`config.mk`:
```
export PLATFORM = sky130hd
export DESIGN_NAME = commit_eng_flat
export DESIGN_NICKNAME = d
export VERILOG_FILES = /design/src/rtl/commit_eng_if.sv /design/src/rtl/commit_eng.sv /design/src/flat_wrapper.sv
export SDC_FILE = /design/constraint.sdc
export NUM_CORES = 1
export LEC_CHECK = 0
export ABC_CLOCK_PERIOD_IN_PS = 2950
export CAP_MARGIN = 20
export CORE_AREA = 8 8 343 345
export CTS_BUF_LIST = sky130_fd_sc_hd__clkbuf_16
export DETAILED_ROUTE_END_ITERATION = 10
export DIE_AREA = 0 0 351 353
export MAX_ROUTING_LAYER = met4
export PLACE_DENSITY_LB_ADDON = 0.12
export SLEW_MARGIN = 20
export SYNTH_ARGS = -nofsm -noshare
export SYNTH_HDL_FRONTEND = slang
export SYNTH_SLANG_ARGS = --single-unit
```
`constraint.sdc`:
```
create_clock -name clk -period 2.95 [get_ports clk]
set_clock_uncertainty 0.05 [all_clocks]
set_input_delay 0.295 -clock clk [delete_from_list [all_inputs] [get_ports clk]]
set_output_delay 0.295 -clock clk [all_outputs]
set_load 0.02 [all_outputs]
```
`src/rtl/commit_eng_if.sv`:
```
// Manage-engine to commit-engine link: message metadata plus payload flit stream.
// The manage engine drives through the master modport; the commit engine uses the slave modport.
interface commit_eng_if #(
   parameter int unsigned NOC_DATA_W     = 512,
   parameter int unsigned NOC_PADBYTES   = NOC_DATA_W / 8,
   parameter int unsigned NOC_PADBYTES_W = $clog2(NOC_PADBYTES)
);
   typedef struct packed {
      logic [31:0] src_ip;
      logic [31:0] dst_ip;
      logic [15:0] src_port;
      logic [15:0] dst_port;
      logic [15:0] data_length;
   } udp_info;

   logic                      manage_commit_msg_val;
   udp_info                   manage_commit_pkt_info;
   logic                      commit_manage_msg_rdy;

   logic                      manage_commit_req_val;
   logic [NOC_DATA_W-1:0]     manage_commit_req;
   logic                      manage_commit_req_last;
   logic [NOC_PADBYTES_W-1:0] manage_commit_req_padbytes;
   logic                      commit_manage_req_rdy;

   modport master (
      output manage_commit_msg_val, manage_commit_pkt_info,
      input  commit_manage_msg_rdy,
      output manage_commit_req_val, manage_commit_req, manage_commit_req_last,
      output manage_commit_req_padbytes,
      input  commit_manage_req_rdy
   );

   modport slave (
      input  manage_commit_msg_val, manage_commit_pkt_info,
      output commit_manage_msg_rdy,
      input  manage_commit_req_val, manage_commit_req, manage_commit_req_last,
      input  manage_commit_req_padbytes,
      output commit_manage_req_rdy
   );
endinterface

```
`src/rtl/commit_eng.sv`:
```
// Commit message engine: pulls view/opnum from the first payload flit, validates them
// against replica state and issues a single commit-update request per accepted message.
module commit_eng #(
   parameter int unsigned NOC_DATA_W     = 512,
   parameter int unsigned NOC_PADBYTES   = NOC_DATA_W / 8,
   parameter int unsigned NOC_PADBYTES_W = $clog2(NOC_PADBYTES)
) (
   input  logic        clk,
   input  logic        rst,
   commit_eng_if.slave mgr,
   input  logic [63:0] curr_view,
   input  logic [63:0] curr_commit_opnum,
   output logic        commit_update_val,
   output logic [63:0] commit_update_opnum,
   input  logic        commit_update_rdy,
   output logic        commit_eng_rdy,
   output logic [31:0] commit_drop_cnt,
   output logic [31:0] commit_apply_cnt
);
   typedef enum logic [2:0] {
      IDLE,
      HDR,
      DRAIN,
      CHECK,
      UPDATE
   } state_t;

   state_t      state;
   logic [15:0] data_length;
   logic [63:0] view_num;
   logic [63:0] commit_opnum;
   logic        short_msg;

   logic        msg_rdy;
   logic        req_rdy;
   logic        flit_fire;
   logic        apply;

   assign mgr.commit_manage_msg_rdy = msg_rdy;
   assign mgr.commit_manage_req_rdy = req_rdy;

   assign flit_fire = mgr.manage_commit_req_val & req_rdy;
   assign apply     = !short_msg && (view_num == curr_view) &&
                      (commit_opnum > curr_commit_opnum);

   // Only the leading 16 payload bytes and data_length carry meaning here.
   logic unused_bits;
   assign unused_bits = ^{mgr.manage_commit_req[NOC_DATA_W-129:0],
                          mgr.manage_commit_req_padbytes,
                          mgr.manage_commit_pkt_info.src_ip,
                          mgr.manage_commit_pkt_info.dst_ip,
                          mgr.manage_commit_pkt_info.src_port,
                          mgr.manage_commit_pkt_info.dst_port};

   always_ff @(posedge clk) begin
      if (rst) begin
         state               <= IDLE;
         msg_rdy             <= 1'b1;
         req_rdy             <= 1'b0;
         commit_update_val   <= 1'b0;
         commit_eng_rdy      <= 1'b1;
         commit_drop_cnt     <= '0;
         commit_apply_cnt    <= '0;
         commit_update_opnum <= '0;
         data_length         <= '0;
         view_num            <= '0;
         commit_opnum        <= '0;
         short_msg           <= 1'b0;
      end else begin
         case (state)
            IDLE: begin
               if (mgr.manage_commit_msg_val) begin
                  data_length    <= mgr.manage_commit_pkt_info.data_length;
                  state          <= HDR;
                  msg_rdy        <= 1'b0;
                  req_rdy        <= 1'b1;
                  commit_eng_rdy <= 1'b0;
               end
            end
            HDR: begin
               if (flit_fire) begin
                  view_num     <= mgr.manage_commit_req[NOC_DATA_W-1 -: 64];
                  commit_opnum <= mgr.manage_commit_req[NOC_DATA_W-65 -: 64];
                  short_msg    <= (data_length < 16'd16);
                  if (mgr.manage_commit_req_last) begin
                     state   <= CHECK;
                     req_rdy <= 1'b0;
                  end else begin
                     state <= DRAIN;
                  end
               end
            end
            DRAIN: begin
               if (flit_fire && mgr.manage_commit_req_last) begin
                  state   <= CHECK;
                  req_rdy <= 1'b0;
               end
            end
            CHECK: begin
               if (apply) begin
                  state               <= UPDATE;
                  commit_update_val   <= 1'b1;
                  commit_update_opnum <= commit_opnum;
               end else begin
                  state           <= IDLE;
                  commit_drop_cnt <= commit_drop_cnt + 32'd1;
                  msg_rdy         <= 1'b1;
                  commit_eng_rdy  <= 1'b1;
               end
            end
            UPDATE: begin
               if (commit_update_rdy) begin
                  state             <= IDLE;
                  commit_update_val <= 1'b0;
                  commit_apply_cnt  <= commit_apply_cnt + 32'd1;
                  msg_rdy           <= 1'b1;
                  commit_eng_rdy    <= 1'b1;
               end
            end
            default: begin
               state             <= IDLE;
               msg_rdy           <= 1'b1;
               req_rdy           <= 1'b0;
               commit_update_val <= 1'b0;
               commit_eng_rdy    <= 1'b1;
            end
         endcase
      end
   end
endmodule

```
`src/flat_wrapper.sv`:
```
// flat-port wrapper written by rule: the top's interface ports become plain ports
module commit_eng_flat 
#(
   parameter int unsigned NOC_DATA_W     = 512,
   parameter int unsigned NOC_PADBYTES   = NOC_DATA_W / 8,
   parameter int unsigned NOC_PADBYTES_W = $clog2(NOC_PADBYTES)
)
  (clk, rst, curr_view, curr_commit_opnum, commit_update_val, commit_update_opnum, commit_update_rdy, commit_eng_rdy, commit_drop_cnt, commit_apply_cnt, mgr_manage_commit_msg_val, mgr_manage_commit_pkt_info, mgr_commit_manage_msg_rdy, mgr_manage_commit_req_val, mgr_manage_commit_req, mgr_manage_commit_req_last, mgr_manage_commit_req_padbytes, mgr_commit_manage_req_rdy);
  commit_eng_if #(.NOC_DATA_W(NOC_DATA_W), .NOC_PADBYTES(NOC_PADBYTES), .NOC_PADBYTES_W(NOC_PADBYTES_W)) mgr_i ();
  input  logic clk;
  input  logic rst;
  input  logic [63:0] curr_view;
  input  logic [63:0] curr_commit_opnum;
  output logic commit_update_val;
  output logic [63:0] commit_update_opnum;
  input  logic commit_update_rdy;
  output logic commit_eng_rdy;
  output logic [31:0] commit_drop_cnt;
  output logic [31:0] commit_apply_cnt;
  input wire logic [$bits(mgr_i.manage_commit_msg_val)-1:0] mgr_manage_commit_msg_val;
  input wire logic [$bits(mgr_i.manage_commit_pkt_info)-1:0] mgr_manage_commit_pkt_info;
  output wire logic [$bits(mgr_i.commit_manage_msg_rdy)-1:0] mgr_commit_manage_msg_rdy;
  input wire logic [$bits(mgr_i.manage_commit_req_val)-1:0] mgr_manage_commit_req_val;
  input wire logic [$bits(mgr_i.manage_commit_req)-1:0] mgr_manage_commit_req;
  input wire logic [$bits(mgr_i.manage_commit_req_last)-1:0] mgr_manage_commit_req_last;
  input wire logic [$bits(mgr_i.manage_commit_req_padbytes)-1:0] mgr_manage_commit_req_padbytes;
  output wire logic [$bits(mgr_i.commit_manage_req_rdy)-1:0] mgr_commit_manage_req_rdy;
  assign mgr_i.manage_commit_msg_val = mgr_manage_commit_msg_val;
  assign mgr_i.manage_commit_pkt_info = mgr_manage_commit_pkt_info;
  assign mgr_commit_manage_msg_rdy = mgr_i.commit_manage_msg_rdy;
  assign mgr_i.manage_commit_req_val = mgr_manage_commit_req_val;
  assign mgr_i.manage_commit_req = mgr_manage_commit_req;
  assign mgr_i.manage_commit_req_last = mgr_manage_commit_req_last;
  assign mgr_i.manage_commit_req_padbytes = mgr_manage_commit_req_padbytes;
  assign mgr_commit_manage_req_rdy = mgr_i.commit_manage_req_rdy;
  commit_eng #(.NOC_DATA_W(NOC_DATA_W), .NOC_PADBYTES(NOC_PADBYTES), .NOC_PADBYTES_W(NOC_PADBYTES_W)) u_core (.clk(clk), .rst(rst), .mgr(mgr_i), .curr_view(curr_view), .curr_commit_opnum(curr_commit_opnum), .commit_update_val(commit_update_val), .commit_update_opnum(commit_update_opnum), .commit_update_rdy(commit_update_rdy), .commit_eng_rdy(commit_eng_rdy), .commit_drop_cnt(commit_drop_cnt), .commit_apply_cnt(commit_apply_cnt));
endmodule
```
==> flow_metrics.env <==
export IMPL_status="finished, violations left"
export IMPL_violations="setup timing"
export IMPL_cts_hold_buf=0
export IMPL_final_max_slew_viol_count=0
export IMPL_grt_pass1_vias=13030
export IMPL_switching_share=0.2477
export IMPL_synth_most_common_cell="nand2_1"
export IMPL_cp_data_arrival_time_ns=3.63
export IMPL_p_clk_frac=0.518
export IMPL_ys_flop_type="dfxtp_1"
export IMPL_hold_ws_ns=0.1754
export IMPL_area_growth_pct=69.69
export IMPL_ant_nets=0
export IMPL_setup_viol=99
export IMPL_synth_top_area_share=0.4348
export IMPL_ios=896
export IMPL_design_area_sq_um=21490
export IMPL_synthTopCellsByArea="dfxtp_1, nand2_1, a21oi_1"
export IMPL_p_int_mw=7.479
export IMPL_worst_setup_path_start_kind="flop"
export IMPL_rsz0062_at_grt="true"
export IMPL_antenna_found_initial=26
export IMPL_rows=123
export IMPL_grt_max_degree=130
export IMPL_critPathCaptureType="flop"
export IMPL_root_buffer="clkbuf_16"
export IMPL_vias=12450
export IMPL_synth_seq_cells=275
export IMPL_die_area_sq_um=123900
export IMPL_vias_per_cell=3.447
export IMPL_power_leakage_nw=7.752
export IMPL_core_sq_um=111900
export IMPL_fin_cells=3613
export IMPL_max_freq_ghz=0.3104
export IMPL_setup_ws_ns=-0.2719
export IMPL_slew_headroom=0.4655
export IMPL_synthCells=1540
export IMPL_maxCapViolCount=0
export IMPL_nFillCells=12520
export IMPL_synth_cell_area_sq_um=12660
export IMPL_htreeDepth=2
export IMPL_layout_drive_gt1_share=0.1214
export IMPL_ys_seq_area_frac=0.4348
export IMPL_fin_util=0.1920
export IMPL_dp_slack_ns=-1.043
export IMPL_port_buffers=405
export IMPL_hold_violations=0
export IMPL_p_seq_frac=0.384
export IMPL_hp_class="in -> reg"
export IMPL_ff_latch_area_sq_um=5514
export IMPL_switchingPower_mw=2.463
export IMPL_fin_crit_sh=1.092
export IMPL_avgSynthCellArea_sq_um=8.222
export IMPL_nets=2892
export IMPL_drt_iter0_drc=359
export IMPL_cp_required_ns=3.36
export IMPL_initial_core_util=0.1132
export IMPL_yosysWarnings=0
export IMPL_power_density_nw_per_um2=462.7
export IMPL_gp_congestion=0.7678
export IMPL_dp_cells=3498
export IMPL_comb_power_share=0.098
export IMPL_synth_top_cell_by_area="dfxtp_1"
export IMPL_clkSlewWorstSetupHoldPaths_ns=0.06
export IMPL_die_height_microns=353
export IMPL_clk_latency_ns=0.58
export IMPL_dpl_hpwl_microns=49400
export IMPL_multi_input_area_sq_um=6709
export IMPL_synth_distinct_cells=54
export IMPL_worstSetupPathType="reg -> reg"
export IMPL_postPlaceCellArea_sq_um=19410
export IMPL_synth_edf_count=0
export IMPL_syn_nets=2370
export IMPL_worst_pin_slew_ns=0.8017
export IMPL_cts_sink_count=275
export IMPL_gr_usage_all_layers=0.1037
export IMPL_ir_drop_v=0.0003123
export IMPL_overflow=0
export IMPL_synth_common_cells="nand2_1, dfxtp_1, a21oi_1, nor2_1, inv_1"
export IMPL_chipWidth_microns=351
export IMPL_clk_path_buf_depth=3
export IMPL_drc=0
export IMPL_routed_wl_microns=65330
export IMPL_grt_pass1_wl_microns=92440
export IMPL_period_minus_slack_ns=3.222
export IMPL_cts_tree="built"
export IMPL_cts_buffers=42
export IMPL_routedWlPerCell_microns=18.08
export IMPL_cp_max_fo=9
export IMPL_ys_async_sr_fraction=0
export IMPL_dr_pass1_iters=6
[placed cells by master, fill, tap and decap left out, types with 7 or more instances in the layout]
| cell type | n |
|---|---|
| nor2b_1 | 9 |
| nand2_1 | 307 |
| diode_2 | 21 |
| nand3_1 | 27 |
| clkinv_1 | 8 |
| or3_1 | 27 |
| a21oi_1 | 193 |
| xnor2_1 | 38 |
| o21ai_1 | 9 |
| ha_1 | 66 |
| o31ai_1 | 7 |
| nand2b_1 | 7 |
| nand4_1 | 36 |
| inv_1 | 96 |
| nor3_1 | 8 |
| dfxtp_2 | 7 |
| or4_1 | 9 |
| nor2_1 | 116 |
| o21ai_0 | 27 |
| dfxtp_1 | 268 |
| xor2_1 | 28 |
| mux2i_1 | 78 |
| clkbuf_16 | 48 |
| buf_4 | 123 |
| and3_1 | 15 |
| buf_12 | 15 |
| clkdlybuf4s50_1 | 404 |
[registers in the layout, summed over array words and instances (netlist names)]
name,cells
u_core.commit_drop_cnt,32
u_core.commit_apply_cnt,32
u_core.commit_opnum,64
u_core.mgr.commit_manage_req_rdy,1
u_core.commit_update_opnum,64
u_core.short_msg,1
u_core.commit_update_val,1
u_core.state,3
u_core.data_length,12
u_core.commit_eng_rdy,1
u_core.view_num,64
[through the flow]
step	total power [mW]	setup TNS (ns)
after floorplan	4.213	0
after global placement	4.872	-96.33
after detailed placement	4.873	-93.78
after CTS	10.27	-33.21
after global routing	10.45	-40.46
final	9.942	-21.07
[per-layer routing]
| layer | global-route usage | up-vias | share of wire |
|---|---|---|---|
| met1 | 0.1234 | 5763 | 0.44 |
| met2 | 0.1636 | 301 | 0.45 |
| met5 | - | - | 0 |
| li1 | - | 6316 | - |
| met4 | 0.02444 | 0 | 0.021 |
| met3 | 0.04130 | 74 | 0.088 |
[final timing paths]
path,depth (start not counted),slack (ns),start,to
worst max-delay path,11,-0.27,u_core.view_num[21]$_SDFFE_PP0P_,u_core.commit_drop_cnt[31]$_SDFFE_PP0P_
worst min register to register,2,0.40,u_core.view_num[53]$_SDFFE_PP0P_,u_core.view_num[53]$_SDFFE_PP0P_
worst min-delay path,2,0.18,rst,u_core.view_num[13]$_SDFFE_PP0P_
worst max register to register,11,-0.27,u_core.view_num[21]$_SDFFE_PP0P_,u_core.commit_drop_cnt[31]$_SDFFE_PP0P_
[layout make-up]
class / count / share of cell area
tap: 1500 / 0.08735
clock inverter: 29 / 0.01182
sequential: 275 / 0.2566
multi-input combinational: 1097 / 0.3122
timing repair buffer: 561 / 0.2623
antenna: 21 / 0.002446
clock buffer: 45 / 0.05241
inverter: 85 / 0.01485
[power by group through the flow]
| stage | Sequential [mW] | Clock [mW] | Combinational, mW |
|---|---|---|---|
| final | 3.82 | 5.15 | 0.970 |
| after global routing | 3.82 | 5.57 | 1.06 |
| after CTS | 3.82 | 5.45 | 0.994 |
| after detailed placement | 3.90 | 0 | 0.976 |
| after global placement | 3.90 | 0 | 0.975 |
| after floorplan | 3.88 | 0 | 0.331 |
[critical path, cell delays in order (launching register included)]
cell,delay (ns)
dfxtp_2,0.32
nor2b_4,0.12
a2111o_1,0.37
nor4_2,0.27
nand4_1,0.23
buf_4,0.21
or4_4,0.57
buf_4,0.17
a22oi_2,0.21
buf_12,0.19
nor2_1,0.08
mux2_1,0.30
[kinds of logic (layout without fill, tap and decap cells)]
logic type / Yosys count / in the layout / synth area share
AND/OR/NAND/NOR: 599 / 599 / 0.2113
AO/OA/AOI/OAI: 278 / 278 / 0.1209
flip-flops: 275 / 275 / 0.4348
buffers and inverters: 168 / 720 / 0.05326
multiplexers: 80 / 80 / 0.06334
XOR/XNOR: 74 / 74 / 0.05119
adder cells (fa/ha/maj): 66 / 66 / 0.06522
other: 0 / 21 / 0
[timing repair]
item                                    in CTS  in global routing
hold endpoints to repair                     0                  0
buffers inserted                             5                  6
gates resized for setup                     39                 33
pin swaps                                   16                 15
endpoints found under the setup margin      99                 99
cloned                                       6                  4
Note: power is estimated with default switching activity, not from simulation.
